===== src/rtl/i2c_target_regs.sv =====
// I2C target register bank: oversampled SCL/SDA, pointer write, auto-increment write/read.
// Optional macro I2C_GLITCH_FILTER_EN adds a 3-sample glitch filter after the synchroniser.
`timescale 1ns/1ps
module i2c_target_regs #(
  parameter logic [6:0] DEV_ADDR = 7'h58,
  parameter int         REG_AW   = 4
) (
  input  logic              clk,
  input  logic              reset,
  input  logic              scl,
  input  logic              sda_in,
  output logic              sda_oe,
  output logic              wr_stb,
  output logic [REG_AW-1:0] wr_addr,
  output logic [7:0]        wr_data,
  output logic              busy
);

  typedef enum logic [3:0] {
    S_IDLE, S_DEV_ADDR, S_DEV_ACK, S_PTR, S_PTR_ACK,
    S_WDATA, S_WDATA_ACK, S_RDATA, S_RDATA_ACK, S_IGNORE
  } state_t;

  logic scl_p0, scl_p1, scl_p2, sda_p0, sda_p1, sda_p2;
  logic scl_f, sda_f;

  // p0/p1: synchroniser, idle bus level out of reset
  always_ff @(posedge clk or posedge reset) begin
    if (reset) begin
      scl_p0 <= 1'b1;
      scl_p1 <= 1'b1;
      sda_p0 <= 1'b1;
      sda_p1 <= 1'b1;
    end else begin
      scl_p0 <= scl;
      scl_p1 <= scl_p0;
      sda_p0 <= sda_in;
      sda_p1 <= sda_p0;
    end
  end

`ifdef I2C_GLITCH_FILTER_EN
  logic [1:0] scl_hist, sda_hist;

  always_ff @(posedge clk or posedge reset) begin
    if (reset) begin
      scl_hist <= 2'b11;
      sda_hist <= 2'b11;
      scl_f    <= 1'b1;
      sda_f    <= 1'b1;
    end else begin
      scl_hist <= {scl_hist[0], scl_p1};
      sda_hist <= {sda_hist[0], sda_p1};
      if (scl_p1 == scl_hist[0] && scl_p1 == scl_hist[1]) scl_f <= scl_p1;
      if (sda_p1 == sda_hist[0] && sda_p1 == sda_hist[1]) sda_f <= sda_p1;
    end
  end
`else
  assign scl_f = scl_p1;
  assign sda_f = sda_p1;
`endif

  // p2: previous sample for edge and bus-condition detection
  always_ff @(posedge clk or posedge reset) begin
    if (reset) begin
      scl_p2 <= 1'b1;
      sda_p2 <= 1'b1;
    end else begin
      scl_p2 <= scl_f;
      sda_p2 <= sda_f;
    end
  end

  logic scl_rise, scl_fall, start_det, stop_det;
  assign scl_rise  = scl_f & ~scl_p2;
  assign scl_fall  = ~scl_f & scl_p2;
  assign start_det = scl_f & scl_p2 & sda_p2 & ~sda_f;
  assign stop_det  = scl_f & scl_p2 & ~sda_p2 & sda_f;

  state_t              state, state_n;
  logic [2:0]          cnt, cnt_n;
  logic [7:0]          shreg, shreg_n;
  logic [REG_AW-1:0]   ptr, ptr_n, ptr_inc;
  logic                rw, rw_n, phase, phase_n;
  logic                sda_oe_n, busy_n, wr_stb_n;
  logic [REG_AW-1:0]   wr_addr_n;
  logic [7:0]          wr_data_n;
  logic [7:0]          regs [2**REG_AW];
  logic [7:0]          byte_in;

  assign byte_in = {shreg[6:0], sda_f};
  assign ptr_inc = ptr + 1'b1;

  always_ff @(posedge clk or posedge reset) begin
    if (reset) begin
      state   <= S_IDLE;
      cnt     <= '0;
      shreg   <= '0;
      ptr     <= '0;
      rw      <= 1'b0;
      phase   <= 1'b0;
      sda_oe  <= 1'b0;
      busy    <= 1'b0;
      wr_stb  <= 1'b0;
      wr_addr <= '0;
      wr_data <= '0;
    end else begin
      state   <= state_n;
      cnt     <= cnt_n;
      shreg   <= shreg_n;
      ptr     <= ptr_n;
      rw      <= rw_n;
      phase   <= phase_n;
      sda_oe  <= sda_oe_n;
      busy    <= busy_n;
      wr_stb  <= wr_stb_n;
      wr_addr <= wr_addr_n;
      wr_data <= wr_data_n;
    end
  end

  always_ff @(posedge clk or posedge reset) begin
    if (reset) begin
      for (int i = 0; i < 2**REG_AW; i++) regs[i] <= '0;
    end else if (wr_stb_n) begin
      regs[ptr] <= byte_in;
    end
  end

  // phase: in ACK states marks "ACK already driven"; in RDATA_ACK marks "next byte loaded"
  always_comb begin
    state_n   = state;
    cnt_n     = cnt;
    shreg_n   = shreg;
    ptr_n     = ptr;
    rw_n      = rw;
    phase_n   = phase;
    sda_oe_n  = sda_oe;
    busy_n    = busy;
    wr_stb_n  = 1'b0;
    wr_addr_n = wr_addr;
    wr_data_n = wr_data;
    if (stop_det) begin
      state_n  = S_IDLE;
      sda_oe_n = 1'b0;
      busy_n   = 1'b0;
      phase_n  = 1'b0;
    end else if (start_det) begin
      state_n  = S_DEV_ADDR;
      cnt_n    = '0;
      sda_oe_n = 1'b0;
      phase_n  = 1'b0;
    end else begin
      case (state)
        S_IDLE: ;
        S_DEV_ADDR: if (scl_rise) begin
          shreg_n = byte_in;
          cnt_n   = cnt + 3'd1;
          if (cnt == 3'd7) begin
            rw_n    = sda_f;
            phase_n = 1'b0;
            if (byte_in[7:1] == DEV_ADDR) begin
              state_n = S_DEV_ACK;
              busy_n  = 1'b1;
            end else begin
              state_n = S_IGNORE;
            end
          end
        end
        S_PTR: if (scl_rise) begin
          shreg_n = byte_in;
          cnt_n   = cnt + 3'd1;
          if (cnt == 3'd7) begin
            ptr_n   = byte_in[REG_AW-1:0];
            state_n = S_PTR_ACK;
          end
        end
        S_WDATA: if (scl_rise) begin
          shreg_n = byte_in;
          cnt_n   = cnt + 3'd1;
          if (cnt == 3'd7) begin
            wr_stb_n  = 1'b1;
            wr_addr_n = ptr;
            wr_data_n = byte_in;
            ptr_n     = ptr_inc;
            state_n   = S_WDATA_ACK;
          end
        end
        S_DEV_ACK, S_PTR_ACK, S_WDATA_ACK: if (scl_fall) begin
          if (!phase) begin
            sda_oe_n = 1'b1;
            phase_n  = 1'b1;
          end else begin
            phase_n  = 1'b0;
            cnt_n    = '0;
            sda_oe_n = 1'b0;
            if (state == S_DEV_ACK && rw) begin
              state_n  = S_RDATA;
              shreg_n  = regs[ptr];
              sda_oe_n = ~regs[ptr][7];
            end else if (state == S_DEV_ACK) begin
              state_n = S_PTR;
            end else begin
              state_n = S_WDATA;
            end
          end
        end
        S_RDATA: if (scl_fall) begin
          if (cnt == 3'd7) begin
            sda_oe_n = 1'b0;
            phase_n  = 1'b0;
            state_n  = S_RDATA_ACK;
          end else begin
            shreg_n  = {shreg[6:0], 1'b0};
            sda_oe_n = ~shreg[6];
            cnt_n    = cnt + 3'd1;
          end
        end
        S_RDATA_ACK: begin
          if (scl_rise && !phase) begin
            if (!sda_f) begin
              ptr_n   = ptr_inc;
              shreg_n = regs[ptr_inc];
              phase_n = 1'b1;
            end else begin
              state_n = S_IGNORE;
            end
          end else if (scl_fall && phase) begin
            sda_oe_n = ~shreg[7];
            cnt_n    = '0;
            phase_n  = 1'b0;
            state_n  = S_RDATA;
          end
        end
        S_IGNORE: sda_oe_n = 1'b0;
        default: state_n = S_IDLE;
      endcase
    end
  end

endmodule


===== config.mk =====
export PLATFORM = sky130hd
export DESIGN_NAME = i2c_target_regs
export DESIGN_NICKNAME = d
export VERILOG_FILES = /design/src/rtl/i2c_target_regs.sv
export SDC_FILE = /design/constraint.sdc
export NUM_CORES = 1
export LEC_CHECK = 0
export ABC_AREA = 1
export ABC_CLOCK_PERIOD_IN_PS = 9550
export BUFFER_PORTS_ARGS = -buffer_cell sky130_fd_sc_hd__buf_2
export CAP_MARGIN = 20
export CELL_PAD_IN_SITES_DETAIL_PLACEMENT = 1
export CELL_PAD_IN_SITES_GLOBAL_PLACEMENT = 1
export CORE_ASPECT_RATIO = 1.5
export CORE_MARGIN = 2
export CORE_UTILIZATION = 50
export DETAILED_ROUTE_END_ITERATION = 10
export PLACE_DENSITY_LB_ADDON = 0.1
export SYNTH_ARGS = -nofsm -noshare
export SYNTH_HDL_FRONTEND = slang
export SYNTH_SLANG_ARGS = --single-unit

===== constraint.sdc =====
create_clock -name clk -period 9.55 [get_ports clk]
set_input_delay 1.91 -clock clk [delete_from_list [all_inputs] [get_ports clk]]
set_output_delay 1.91 -clock clk [all_outputs]
set_load 0.01 [all_outputs]

==> results.md <==
- Leak pwr: 5.758 nW
- Htree depth: 4
- All-layer global routing usage: 0.3393
- DR vias: 9,586
- Num rows: 64
- Slowest stage delay, CP: 0.98 ns
- FFs w/ async S/R, synth: 1.000
- Final hold violation count: 0
- Share of the yosys chip area belonging to registers: 0.4170
- Largest net degree at the start of global routing: between 90 and 100
- Slew margin rel.: 0.2515
- Placed insts: ~1,700
- Share of post-route cells with drive strength above 1: 0.1022
- Clk network pwr share: 0.269
- HP Class: register to register
- CTS resizes: 0
- Yosys warnings: 0
- Skew-Pair Late Insertion Delay: 0.45 ns
- Die X-Extent: approximately 120 microns
- Pwr dens: ~260 nW/um^2
- Fin crit period: ~3.5 ns
- EDFF count, synth: 0
- Final WL: 35,200 microns
- Area Overhead vs Synth: 7.603%
- Global-route wire length before repair: 55,360 microns
- Dominant synthesized flop cell: dfrtp_1
- Slowest cell on the critical path: dfrtp_4
- Worst Path Max Fanout: a little under 80
- Antenna Cells: 0
- Dpl cell area: between 10,000 and 15,000 sq um
- Post-CTS Hold Buffers: 0
- Worst-Margin Slew: 1.122 ns
- Die ar.: roughly 22,000 sq um
- Final setup TNS: 0 ns
- Gate Count Post-Synth: roughly 1,500
- Die Y: 179.1 microns
- Launching element type of the critical path: register
- Initial cell density of the core: 0.5044
- Initial DRC count: 787
- Sw Pwr: between 1 and 1.5 mW
- Period utilization: 0.3648
- Total global routing overflow: 0
- Largest family of logic cells by synthesized area: simple AND/OR/NAND/NOR gates
- Critical path capture point type: register
- Peak Freq: around 290 MHz
- PortBufs: 18
- Simple logic cell fraction of the synthesized area: 0.3585
- Synthesized net count: 1,461
- GPL Wtd Cong: 0.9066
- Hpwl dp: approximately 24,000 microns
- Number of max-cap violations: 0
- Setup Crit Path Kind: register to register
- Final setup violation count: 0
- Synth Area in Compound Gates: 0.1080
- Core Region: around 20,000 sq um
- Syn Std Cell Area: 10,220 sq um
- I/O pins: 19
- Worst slack, placed: 5.740 ns
- Outcome: finished clean
- Post-CTS Repair Setup Buffers: 0
- Reg power frac: 0.291
- Distinct cells, synth: 37
- CTS Buf Count: 17
- Clock slew at reported path FFs: ~0.070 ns
- Crit-path cells: clkinv_2 -> ha_1 -> buf_4 -> nand3_1 -> nand3_1 -> nand3_1 -> nand2_1 -> nand2_1 -> nand3_1 -> nand2_1 -> nand2_1
- Drc violations: 0
- CP Data Arrival Time: around 3.9 ns
- Area share of fa/ha/maj cells after synthesis: 0.007347
- Maximum vdd drop: between 0.0001 and 0.00015 V
- Mapped Avg Cell Area: slightly above 7 sq um
- Max clock buf depth: 2
- Post-route non-filler standard cell count: 1,703
- Final nets: approximately 1,400
- Synth Register Bits: 170
- Design area: between 10,000 and 15,000 sq um
- Vias in the first global route: ~9,900
- Antenna viol nets, final: 0
- Worst path required time: 9.94 ns
- Clock sinks: 170
- CTS tree: built
- Switching portion of total power: 0.4510
- P_int: ~1.5 mW
- Buf+Inv Stages, Crit Path: 2
- Pins over their slew limit: 0
- WL/cell: 20.67 microns
- RSZ-0062 raised after global routing: no
- Combinational fraction of design power: 0.440
- Via/cell ratio: 5.629
- Mux cell area share after synthesis: 0
- Root Buffer: clkbuf_16
- Final WS setup: ~6.1 ns
- Drt pass-1 iters: 5
- Synth Area in XOR/XNOR: 0.003306
- Initial antenna violation count: 0
- Delay-heaviest family, CP: buffers and inverters
- Final Skew: 0.008019 ns
flip-flops by register name, indices dropped and copies added (netlist names), 3 cells and up:
| register | cells |
|---|---|
| cnt | 3 |
| ptr | 4 |
| regs | 128 |
| shreg | 8 |
| state | 4 |
| wr_addr | 4 |
| wr_data | 8 |
power by group through the flow:
stage	sequential, mW	clock, mW	combinational (mW)
finish	0.822	0.759	1.24
global route	0.829	0.791	1.36
CTS	0.821	0.765	1.20
detailed placement	0.834	0	1.19
global placement	0.833	0	1.16
floorplan	0.791	0	0.874
worst paths after layout:
path,slack (ns),depth (start not counted),endpoint,from
min,0.36,0,scl_f,scl_p0
max reg2reg,6.07,11,shreg[5],ptr[0]
min reg2reg,0.36,0,scl_f,scl_p0
max,6.07,11,shreg[5],ptr[0]
max in group asynchronous,6.76,4,shreg[4],reset
min in group asynchronous,1.63,2,busy,reset
cell usage in the layout (no fill, tap or decap), types with 6 or more instances in the layout:
cell type | Yosys | final
nand2_4 | 17 | 17
inv_1 | 157 | 156
o211ai_1 | 8 | 8
buf_2 | 19 | 18
nand3_1 | 195 | 195
o21ai_0 | 41 | 41
clkbuf_16 | 0 | 17
dfrtp_1 | 164 | 163
buf_4 | 2 | 16
o21ai_1 | 98 | 98
nor2_1 | 28 | 28
dfstp_2 | 6 | 6
ha_1 | 6 | 6
nand2_1 | 574 | 574
inv_2 | 8 | 7
o21ai_2 | 32 | 32
per-layer routing:
metal / up-vias / routed length [microns] / global-route usage
met5: - / 0 / 0
met3: 97 / 1392 / 0.04453
met4: 0 / 1858 / 0.1827
li1: 4528 / - / -
met2: 257 / 17730 / 0.5864
met1: 4704 / 14220 / 0.4087
stage by stage:
stage	utilization	hold slack, ns	power, mW
global placement	0.5093	0.3453	1.996
global route	0.5427	0.3597	2.978
finish	0.5427	0.3577	2.822
CTS	0.5400	0.3592	2.785
detailed placement	0.5093	0.3501	2.023
floorplan	-	0.3452	1.665
final cells by class:
type                            count  area, sq um
Multi-Input combinational cell   1036         4876
Clock inverter                      9        162.7
Sequential cell                   170         4265
Fill cell                        2658         9264
Inverter                          167        635.6
Tap cell                          264        330.3
Clock buffer                       21        460.4
Timing Repair Buffer               36        265.3
logic make-up after synthesis:
| logic type | after synthesis |
|---|---|
| xor+xnor | 3 |
| flops | 170 |
| compound gates | 188 |
| fa+ha+maj | 6 |
| simple gates | 839 |
| buf+inv | 245 |
Yosys cell counts (2+ instances only):
| library cell | n | area, sq um |
|---|---|---|
| buf_2 | 19 | 95.09 |
| buf_6 | 17 | 191.4 |
| dfrtp_1 | 164 | 4104 |
| nand2_4 | 17 | 191.4 |
| a21oi_1 | 5 | 25.02 |
| nand3_1 | 195 | 975.9 |
| nor2_4 | 2 | 22.52 |
| dfstp_2 | 6 | 157.7 |
| o21ai_0 | 41 | 205.2 |
| inv_1 | 157 | 589.3 |
| nor2_1 | 28 | 105.1 |
| clkbuf_1 | 32 | 120.1 |
| inv_2 | 8 | 30.03 |
| nand4_1 | 5 | 31.28 |
| o211ai_1 | 8 | 60.06 |
| buf_4 | 2 | 15.01 |
| o21ai_2 | 32 | 280.3 |
| nor2_2 | 4 | 25.02 |
| ha_1 | 6 | 75.07 |
| nand2_1 | 574 | 2155 |
| nor3_1 | 4 | 20.02 |
| nand2_2 | 2 | 12.51 |
| buf_1 | 8 | 30.03 |
| nor2_8 | 5 | 100.1 |
| o21ai_1 | 98 | 490.5 |
(Power assumes the default switching activity.)
